File: config.mk
export PLATFORM = sky130hd
export DESIGN_NAME = startup_sequencer
export DESIGN_NICKNAME = d
export VERILOG_FILES = /design/src/rtl/startup_sequencer.sv
export SDC_FILE = /design/constraint.sdc
export NUM_CORES = 1
export LEC_CHECK = 0
export ABC_AREA = 1
export CAP_MARGIN = 20
export CORE_ASPECT_RATIO = 1.75
export CORE_MARGIN = 4
export CORE_UTILIZATION = 55
export CTS_BUF_LIST = sky130_fd_sc_hd__clkbuf_8 sky130_fd_sc_hd__clkbuf_16
export CTS_CLUSTER_DIAMETER = 80
export DETAILED_ROUTE_END_ITERATION = 10
export PLACE_DENSITY = 0.73
export SYNTH_ARGS = -nofsm -noshare
export SYNTH_HDL_FRONTEND = slang
export SYNTH_SLANG_ARGS = --single-unit
File: constraint.sdc
create_clock -name clk -period 4.21 [get_ports clk]
set_clock_uncertainty 0.2 [all_clocks]
set_input_delay 1.263 -clock clk [delete_from_list [all_inputs] [get_ports clk]]
set_output_delay 1.263 -clock clk [all_outputs]
set_load 0.03 [all_outputs]
File: src/rtl/startup_sequencer.sv
// Power-on startup sequencer: waits out power-on, enables the clock gate, then
// releases per-channel resets one at a time as each channel reports ready.
module startup_sequencer #(
    parameter int N_CH           = 2,
    parameter int POR_CYCLES     = 18750,
    parameter int SETTLE_CYCLES  = 16,
    parameter int TIMEOUT_CYCLES = 0,
    parameter int CNT_W          = 32
) (
    input  logic            clk,
    input  logic            rst,
    input  logic [N_CH-1:0] ch_ready,
    output logic            clk_en,
    output logic [N_CH-1:0] rst_out,
    output logic            done,
    output logic            fault,
    output logic [1:0]      fault_code,
    output logic [2:0]      phase
);

    localparam logic [2:0] POR_WAIT = 3'd0;
    localparam logic [2:0] SETTLE   = 3'd1;
    localparam logic [2:0] RELEASE  = 3'd2;
    localparam logic [2:0] GAP      = 3'd3;
    localparam logic [2:0] RUN      = 3'd4;
    localparam logic [2:0] FAULT    = 3'd5;

    localparam logic [1:0] CODE_NONE    = 2'd0;
    localparam logic [1:0] CODE_TIMEOUT = 2'd1;
    localparam logic [1:0] CODE_LOST    = 2'd2;

    localparam int IDX_W = (N_CH > 1) ? $clog2(N_CH) : 1;
    localparam logic [IDX_W-1:0] LAST_IDX = IDX_W'(N_CH - 1);

    localparam logic [CNT_W-1:0] POR_C     = CNT_W'(POR_CYCLES);
    localparam logic [CNT_W-1:0] SETTLE_C  = CNT_W'(SETTLE_CYCLES);
    localparam logic [CNT_W-1:0] TIMEOUT_C = CNT_W'(TIMEOUT_CYCLES);

    logic [2:0]       state, state_n;
    logic [CNT_W-1:0] edge_cnt, edge_n;
    logic [CNT_W-1:0] wait_cnt, wait_n, wait_inc;
    logic [IDX_W-1:0] idx, idx_n;
    logic             clk_en_n;
    logic [N_CH-1:0]  rst_out_n;
    logic             done_n;
    logic             fault_n;
    logic [1:0]       code_n;

    assign phase = state;

    always_comb begin
        // Edge counter saturates so a very long run can never wrap into a false timeout.
        edge_n    = (edge_cnt == {CNT_W{1'b1}}) ? edge_cnt : edge_cnt + 1'b1;
        wait_inc  = wait_cnt + 1'b1;
        state_n   = state;
        wait_n    = wait_cnt;
        idx_n     = idx;
        clk_en_n  = clk_en;
        rst_out_n = rst_out;
        done_n    = done;
        fault_n   = fault;
        code_n    = fault_code;

        case (state)
            POR_WAIT: begin
                if (edge_n >= POR_C) begin
                    state_n  = SETTLE;
                    clk_en_n = 1'b1;
                    wait_n   = '0;
                end
            end
            SETTLE: begin
                if (wait_inc >= SETTLE_C) begin
                    state_n      = RELEASE;
                    idx_n        = '0;
                    rst_out_n[0] = 1'b0;
                    wait_n       = '0;
                end else begin
                    wait_n = wait_inc;
                end
            end
            RELEASE: begin
                if (ch_ready[idx]) begin
                    wait_n = '0;
                    if (idx == LAST_IDX) begin
                        state_n = RUN;
                        done_n  = 1'b1;
                    end else begin
                        state_n = GAP;
                    end
                end
            end
            GAP: begin
                if (wait_inc >= SETTLE_C) begin
                    state_n          = RELEASE;
                    idx_n            = idx + 1'b1;
                    rst_out_n[idx_n] = 1'b0;
                    wait_n           = '0;
                end else begin
                    wait_n = wait_inc;
                end
            end
            RUN: begin
                if (ch_ready != {N_CH{1'b1}}) begin
                    state_n   = FAULT;
                    fault_n   = 1'b1;
                    code_n    = CODE_LOST;
                    done_n    = 1'b0;
                    clk_en_n  = 1'b1;
                    rst_out_n = '1;
                end
            end
            FAULT: begin
                state_n = FAULT;
            end
            default: begin
                state_n = POR_WAIT;
            end
        endcase

        // Evaluated last so a timeout overrides a RUN entry on the same edge.
        if (TIMEOUT_CYCLES > 0 && state != RUN && state != FAULT && edge_n >= TIMEOUT_C) begin
            state_n   = FAULT;
            fault_n   = 1'b1;
            code_n    = CODE_TIMEOUT;
            done_n    = 1'b0;
            clk_en_n  = 1'b1;
            rst_out_n = '1;
        end
    end

    always_ff @(posedge clk or posedge rst) begin
        if (rst) begin
            state      <= POR_WAIT;
            edge_cnt   <= '0;
            wait_cnt   <= '0;
            idx        <= '0;
            clk_en     <= 1'b0;
            rst_out    <= '1;
            done       <= 1'b0;
            fault      <= 1'b0;
            fault_code <= CODE_NONE;
        end else begin
            state      <= state_n;
            edge_cnt   <= edge_n;
            wait_cnt   <= wait_n;
            idx        <= idx_n;
            clk_en     <= clk_en_n;
            rst_out    <= rst_out_n;
            done       <= done_n;
            fault      <= fault_n;
            fault_code <= code_n;
        end
    end

endmodule

==> results of run 1 <==
worst min-delay path by stage:
stage	startpoint	end	slack (ns)	cells after the start
finish	rst_out[1]	rst_out[1]	0.27	2
global route	rst_out[1]	rst_out[1]	0.28	2
CTS	rst_out[1]	rst_out[1]	0.27	2
detailed placement	rst_out[1]	rst_out[1]	0.26	2
global placement	rst_out[0]	rst_out[0]	0.25	2
floorplan	edge_cnt[0]	edge_cnt[0]	0.29	1
per-layer routing:
layer  GRT usage  wire, µm  vias to the layer above
li1            -         -                     2331
met1       0.232      4220                     2095
met2       0.492      7020                      129
met3      0.0397       333                       59
met4       0.210      1040                        0
met5           0         0                        -
cell usage in the layout, fill, tap and decap left out, types with 3 or more instances in the layout:
cell | Yosys | layout
sky130_fd_sc_hd__nor2_1 | 133 | 133
sky130_fd_sc_hd__nor3_1 | 5 | 5
sky130_fd_sc_hd__inv_1 | 83 | 83
sky130_fd_sc_hd__nand4_1 | 9 | 9
sky130_fd_sc_hd__nor2_2 | 29 | 29
sky130_fd_sc_hd__clkdlybuf4s50_1 | 0 | 12
sky130_fd_sc_hd__xor2_1 | 11 | 11
sky130_fd_sc_hd__nor2_4 | 3 | 3
sky130_fd_sc_hd__nand3b_1 | 12 | 12
sky130_fd_sc_hd__clkinv_2 | 0 | 4
sky130_fd_sc_hd__nand2_1 | 295 | 295
sky130_fd_sc_hd__nand2_2 | 6 | 6
sky130_fd_sc_hd__clkbuf_16 | 0 | 9
sky130_fd_sc_hd__xnor2_1 | 6 | 6
sky130_fd_sc_hd__nand3_1 | 47 | 47
sky130_fd_sc_hd__o21ai_0 | 9 | 9
sky130_fd_sc_hd__dfrtp_1 | 71 | 71
sky130_fd_sc_hd__inv_2 | 4 | 5
worst reg2reg max path: stages, from the launching register on:
cell and delay (ns):
sky130_fd_sc_hd__dfrtp_1 0.42, sky130_fd_sc_hd__ha_1 0.30, sky130_fd_sc_hd__inv_2 0.14, sky130_fd_sc_hd__nor2_8 0.07, sky130_fd_sc_hd__nand2_4 0.10, sky130_fd_sc_hd__nor2_8 0.06
sky130_fd_sc_hd__nand2_2 0.46, sky130_fd_sc_hd__inv_2 0.21, sky130_fd_sc_hd__nor2_1 0.22, sky130_fd_sc_hd__nand2_1 0.08, sky130_fd_sc_hd__nor2_1 0.10, sky130_fd_sc_hd__nand2_1 0.05
sky130_fd_sc_hd__nor2_1 0.11, sky130_fd_sc_hd__nor2_2 0.06, sky130_fd_sc_hd__nand3_4 0.09, sky130_fd_sc_hd__nand2_4 0.09, sky130_fd_sc_hd__inv_6 0.25, sky130_fd_sc_hd__nor2_1 0.08
cells in the mapped netlist (2+ instances only):
cell type / n / share of area
sky130_fd_sc_hd__xor2_1: 11 / 0.020
sky130_fd_sc_hd__inv_1: 83 / 0.064
sky130_fd_sc_hd__nand4_1: 9 / 0.012
sky130_fd_sc_hd__nor2_1: 133 / 0.10
sky130_fd_sc_hd__inv_2: 4 / 0.0031
sky130_fd_sc_hd__nor3_1: 5 / 0.0052
sky130_fd_sc_hd__nand2_4: 2 / 0.0046
sky130_fd_sc_hd__or2_2: 2 / 0.0026
sky130_fd_sc_hd__xnor2_1: 6 / 0.011
sky130_fd_sc_hd__nor2_4: 3 / 0.0070
sky130_fd_sc_hd__nand2_2: 6 / 0.0077
sky130_fd_sc_hd__dfstp_2: 2 / 0.011
sky130_fd_sc_hd__buf_4: 2 / 0.0031
sky130_fd_sc_hd__o21ai_0: 9 / 0.0093
sky130_fd_sc_hd__nand3b_1: 12 / 0.019
sky130_fd_sc_hd__nand3_1: 47 / 0.048
sky130_fd_sc_hd__a21oi_1: 2 / 0.0021
sky130_fd_sc_hd__nor2_2: 29 / 0.037
sky130_fd_sc_hd__dfrtp_1: 71 / 0.37
sky130_fd_sc_hd__buf_8: 2 / 0.0062
sky130_fd_sc_hd__ha_1: 2 / 0.0052
sky130_fd_sc_hd__nor2_8: 2 / 0.0082
sky130_fd_sc_hd__nand2_1: 295 / 0.23
flip-flops by register name, indices dropped and copies added, names as in the netlist:
signal	flops
rst_out	2
wait_cnt	32
phase	3
fault_code	1
clk_en	1
edge_cnt	32
idx	1
done	1
final cells by class:
type	instances	area, µm²	share of cell area
clock inverter	7	62.6	0.0116
timing repair buffer	15	155	0.0288
tap	117	146	0.0272
inverter	88	335	0.0623
clock buffer	9	225	0.0419
sequential	73	1830	0.340
multi-input combinational	582	2630	0.488
through the flow:
stage                      util  cell area, µm²  std cells  hold slack (ns)
after floorplan               -            4860        750            0.289
after global placement    0.587            5090        875            0.253
after detailed placement  0.587            5090        875            0.262
after CTS                 0.621            5380        891            0.270
after global routing      0.621            5380        891            0.278
final                     0.621            5380        891            0.265
power by group:
part	leakage, nW	internal (mW)	switching (mW)
clock network	0.150	0.453	0.288
registers	0.977	0.753	0.0553
logic	1.53	0.153	0.349
total	2.66	1.36	0.692
cells by family (layout without fill, tap and decap cells):
family | count (synthesis) | count (layout)
AO/OA/AOI/OAI | 13 | 13
XOR/XNOR | 17 | 17
adder cells (fa/ha/maj) | 2 | 2
buffers and inverters | 95 | 119
flip-flops | 73 | 73
other | 1 | 1
AND/OR/NAND/NOR | 549 | 549
==> flow_metrics.env, run 1 <==
export IMPL_yosys_synthesis_warning_count=0
export IMPL_drive_gt1_frac=0.0930
export IMPL_rsz0062_at_grt="false"
export IMPL_gr_usage_all_layers=0.261
export IMPL_areaGrowthSynthToFinish_pct=10.8
export IMPL_final_nets=775
export IMPL_synth_simple_gate_area_share=0.490
export IMPL_power_total_mw=2.05
export IMPL_hold_viol_final=0
export IMPL_core_um2=8670
export IMPL_detail_route_vias_per_cell=5.18
export IMPL_path_clk_slew_ns=0.06
export IMPL_p_leak_nw=2.66
export IMPL_cts_tree="done"
export IMPL_diodes=0
export IMPL_worst_path_buf_inv=3
export IMPL_dominant_combinational_cell_family_by_area_after_synthesis="simple AND/OR/NAND/NOR gates"
export IMPL_postSynth_asyncResetShare=1.00
export IMPL_place_detailed_hpwl_um=10100
export IMPL_setup_violations=0
export IMPL_post_synth_fa_ha_maj_area_fraction=0.00515
export IMPL_grt_overflow_total=0
export IMPL_worst_slew_margin_rel=0.588
export IMPL_final_setup_tns_ns=0
export IMPL_cp_slowest_cell="sky130_fd_sc_hd__nand2_2"
export IMPL_cp_startpoint="edge_cnt[0]"
export IMPL_criticalPathCategory="register to register"
export IMPL_yosys_register_bits=73
export IMPL_total_power_density_per_cell_area_nw_per_um2=381
export IMPL_worstSkewPairLatency_ns=0.33
export IMPL_status="complete, no violations"
export IMPL_edff_count_synth=0
export IMPL_timing_critical_path_cells="ha_1, inv_2, nor2_8, nand2_4, nor2_8, nand2_2, inv_2, nor2_1, nand2_1, nor2_1, nand2_1, nor2_1, nor2_2, nand3_4, nand2_4, inv_6, nor2_1"
export IMPL_antenna_found_initial=0
export IMPL_first_iter_violations=267
export IMPL_clkSinkCount=73
export IMPL_maxCapViolCount=0
export IMPL_r2r_worst_path_cells=17
export IMPL_globalplace_congestion=1.00
export IMPL_syn_inst=750
export IMPL_worstPathMaxFanout=31
export IMPL_fin_crit_share=0.758
export IMPL_placement_rows=45
export IMPL_ys_dominant_reg_cell="sky130_fd_sc_hd__dfrtp_1"
export IMPL_timing_final_max_slew_violations=0
export IMPL_post_route_drc_count=0
export IMPL_crit_path_frequent_cell="sky130_fd_sc_hd__nor2_1"
export IMPL_cts_root_buffer="sky130_fd_sc_hd__clkbuf_16"
export IMPL_worstPathRequired_ns=4.22
export IMPL_final_period_minus_worst_setup_slack_ns=3.19
export IMPL_ys_types=34
export IMPL_maximum_number_of_pins_on_one_net_before_global_route_repair=33
export IMPL_cts_hold_fix_buffers=0
export IMPL_critical_path_launch_point_type="register"
export IMPL_cts_inserted_buffers=9
export IMPL_htree_num_levels=3
export IMPL_worst_r2r_startpoint="edge_cnt[0]"
export IMPL_hold_path_class="register to register"
export IMPL_syn_num_nets=756
export IMPL_pin_count=14
export IMPL_achievable_frequency_ghz=0.314
export IMPL_buffer_ports_inserted=12
export IMPL_first_pass_iters=7
export IMPL_synth_compound_gate_area_share=0.0142
export IMPL_floorplan_die_width_um=79.0
export IMPL_initial_utilization=0.560
export IMPL_synth_xor_area_frac=0.0307
export IMPL_reg2reg_setup_slack_ns=1.02
export IMPL_path_depth=17
export IMPL_cp_end_kind="register"
export IMPL_die_height_um=132
export IMPL_placement_setup_worst_slack_ns=1.03
export IMPL_num_vias=4614
export IMPL_wire_per_inst_um=14.2
export IMPL_max_clock_path_buffers=2
export IMPL_die_area_um2=10500
export IMPL_worst_ir_drop_vdd_mv=0.301
export IMPL_cp_peak_stage_delay_ns=0.46
export IMPL_worstReg2RegEnd="wait_cnt[29]"
export IMPL_proportion_of_synthesized_chip_area_in_sequential_cells=0.377
export IMPL_grt_first_pass_wirelength_um=21000
export IMPL_tightest_slew_ns=0.616
export IMPL_final_antenna_net_count=0
export IMPL_synth_mux_area_frac=0
export IMPL_synth_area_per_cell_um2=6.48
export IMPL_drt_total_wl_um=12600
export IMPL_crit_path_end="wait_cnt[29]"
export IMPL_cts_setup_buffers=0
export IMPL_data_arrival_time_of_the_critical_path_ns=3.20
export IMPL_post_cts_resized_instances=0
export IMPL_crit_path_leading_delay_family="simple AND/OR/NAND/NOR gates"
export IMPL_mappedNetlistArea_um2=4860
export IMPL_fill_cell_total_of_the_finished_layout=843
export IMPL_first_global_vias=4611
export IMPL_layout_setup_ws_ns=1.02
(Power assumes the default switching activity.)
==> inputs of run 2 (changes only) <==
PLACE_DENSITY = 0.76   (was 0.73)
clock period = 2.85 ns   (was 4.21 ns; I/O delays follow)
==> run 2 against run 1 <==
Largest power group unchanged. Critical endpoint unchanged. Maximum frequency rose by 17%. Cell count increased by 2.1%. Cell area increased by 4.7%. First-iteration DRC count is 33% higher. Die area unchanged. Critical path type unchanged. Count of clock-buffer cells in the layout is the same. Register-to-register slack got worse by 0.90 ns. Worst hold slack lost 0.0028 ns. Sequential power grew 49%. Sequential share of layout area fell by 1.5 points.
==> flow_metrics.env, run 2 (synthesized netlist as in run 1, its figures left out) <==
export IMPL_hold_path_class="register to register"
export IMPL_drt_total_wl_um=14300
export IMPL_placement_rows=45
export IMPL_max_clock_path_buffers=2
export IMPL_core_um2=8670
export IMPL_hold_viol_final=0
export IMPL_initial_utilization=0.560
export IMPL_cts_tree="done"
export IMPL_num_vias=4916
export IMPL_worstSkewPairLatency_ns=0.35
export IMPL_cp_slowest_cell="sky130_fd_sc_hd__dfrtp_1"
export IMPL_worstPathMaxFanout=8
export IMPL_reg2reg_setup_slack_ns=0.12
export IMPL_pin_count=14
export IMPL_cp_peak_stage_delay_ns=0.42
export IMPL_placedCellCount=889
export IMPL_cp_end_kind="register"
export IMPL_instances_no_fill=910
export IMPL_first_iter_violations=354
export IMPL_final_cell_mix="sky130_fd_sc_hd__nand2_1 (294), sky130_fd_sc_hd__nor2_1 (125), sky130_fd_sc_hd__inv_1 (81), sky130_fd_sc_hd__dfrtp_1 (71), sky130_fd_sc_hd__nand3_1 (47)"
export IMPL_htree_num_levels=3
export IMPL_first_pass_iters=5
export IMPL_maxCapViolCount=0
export IMPL_fill_cell_total_of_the_finished_layout=807
export IMPL_worst_r2r_startpoint="edge_cnt[0]"
export IMPL_multi_input_area_um2=2680
export IMPL_drive_gt1_frac=0.130
export IMPL_timing_hold_worst_path_depth=2
export IMPL_grt_overflow_total=0
export IMPL_die_height_um=132
export IMPL_worstHoldStart="rst_out[1]"
export IMPL_total_power_density_per_cell_area_nw_per_um2=580
export IMPL_cts_hold_fix_buffers=0
export IMPL_timing_final_max_slew_violations=0
export IMPL_die_area_um2=10500
export IMPL_r2r_worst_path_cells=18
export IMPL_area_sequential_um2=1830
export IMPL_hold_ws_ns=0.263
export IMPL_final_period_minus_worst_setup_slack_ns=2.73
export IMPL_post_route_drc_count=0
export IMPL_achievable_frequency_ghz=0.366
export IMPL_worst_hold_path_endpoint="rst_out[1]"
export IMPL_gr_usage_all_layers=0.278
export IMPL_place_detailed_hpwl_um=10700
export IMPL_cts_root_buffer="sky130_fd_sc_hd__clkbuf_16"
export IMPL_final_nets=794
export IMPL_diodes=0
export IMPL_data_arrival_time_of_the_critical_path_ns=2.81
export IMPL_fin_crit_share=0.958
export IMPL_first_global_vias=4936
export IMPL_timing_critical_path_cells="ha_2, inv_2, nor2_8, nand2_4, nor2_8, nand2_4, inv_2, nor2_2, nand2_1, nand2_1, inv_1, nand2_1, nand2_1, nor2_2, nand3_4, nand2_8, clkinv_8, nor2_1"
export IMPL_layout_cells_most_common="sky130_fd_sc_hd__nand2_1"
export IMPL_buffer_ports_inserted=12
export IMPL_clkSinkCount=73
export IMPL_antenna_found_initial=0
export IMPL_floorplan_die_width_um=79.0
export IMPL_wire_per_inst_um=15.7
export IMPL_areaGrowthSynthToFinish_pct=16.0
export IMPL_maximum_number_of_pins_on_one_net_before_global_route_repair=39
export IMPL_worstReg2RegEnd="wait_cnt[29]"
export IMPL_worstPathRequired_ns=2.92
export IMPL_globalplace_congestion=0.984
export IMPL_worst_ir_drop_vdd_mv=0.566
export IMPL_detail_route_vias_per_cell=5.40
export IMPL_crit_path_frequent_cell="sky130_fd_sc_hd__nand2_1"
export IMPL_grt_first_pass_wirelength_um=22300
export IMPL_status="complete, no violations"
export IMPL_cts_inserted_buffers=9
export IMPL_final_antenna_net_count=0
export IMPL_criticalPathCategory="register to register"
export IMPL_power_total_mw=3.27
export IMPL_setup_violations=0
export IMPL_path_clk_slew_ns=0.06
export IMPL_critical_path_launch_point_type="register"
export IMPL_p_leak_nw=2.78
## run 2: changes by cell type in the layout (fill, tap and decap cells not counted), moves of 2 or more
cell                         before  now
sky130_fd_sc_hd__buf_4            2   17
sky130_fd_sc_hd__nor2_1         133  125
sky130_fd_sc_hd__nor2_2          29   35
sky130_fd_sc_hd__clkinv_2         4    1
sky130_fd_sc_hd__clkinvlp_4       0    2
sky130_fd_sc_hd__inv_1           83   81
sky130_fd_sc_hd__inv_6            1    3
sky130_fd_sc_hd__nor2_4           3    5
## run 2: how the worst max path moves through the flow
stage	start	endpoint	slack, ns	depth (start not counted)
2_1_floorplan	edge_cnt[0]	wait_cnt[22]	0.34	18
3_3_place_gp	ch_ready[1]	clk_en	0.06	8
3_5_place_dp	edge_cnt[0]	wait_cnt[5]	0.09	17
4_1_cts	edge_cnt[0]	wait_cnt[29]	0.04	17
5_1_grt	edge_cnt[18]	wait_cnt[31]	-0.05	18
6_report	edge_cnt[0]	wait_cnt[29]	0.12	18
## run 2: routing by layer
metal,vias up,global-route usage,wire length (µm)
met4,0,0.250,1300
met1,2292,0.244,4570
met3,94,0.0506,521
met5,-,0,0
li1,2369,-,-
met2,161,0.511,7880
## run 2: timing repair
| item | in CTS | in global routing |
|---|---|---|
| buffers inserted | 0 | 2 |
| endpoints found under the setup margin | 0 | 37 |
| gates resized for setup | 0 | 18 |
## run 2: critical path, delay by kind of cell (launching register included)
| kind | cells | cell delay [ns] |
|---|---|---|
| fa+ha+maj | 1 | 0.20 |
| buf+inv | 4 | 0.37 |
| flops | 1 | 0.42 |
| simple gates | 13 | 1.45 |
## run 2: cell type report
class / instances / area share
Tap cell: 117 / 0.0260
Clock buffer: 9 / 0.0400
Multi-Input combinational cell: 582 / 0.475
Sequential cell: 73 / 0.325
Clock inverter: 7 / 0.0138
Timing Repair Buffer: 32 / 0.0555
Timing Repair inverter: 2 / 0.00355
Inverter: 88 / 0.0615
## run 2: power breakdown
| part | internal [mW] | switching, mW |
|---|---|---|
| sequential | 1.11 | 0.0916 |
| clock | 0.685 | 0.480 |
| combinational | 0.277 | 0.625 |
| total | 2.07 | 1.20 |
## run 2: through the flow
stage | setup WS [ns] | setup TNS [ns] | util | instance area (µm²)
after floorplan | 0.344 | 0 | - | 4860
after global routing | -0.0457 | -0.732 | 0.650 | 5630
after detailed placement | 0.0874 | 0 | 0.601 | 5220
after CTS | 0.0450 | 0 | 0.636 | 5520
final | 0.119 | 0 | 0.650 | 5630
after global placement | 0.0578 | 0 | 0.601 | 5220
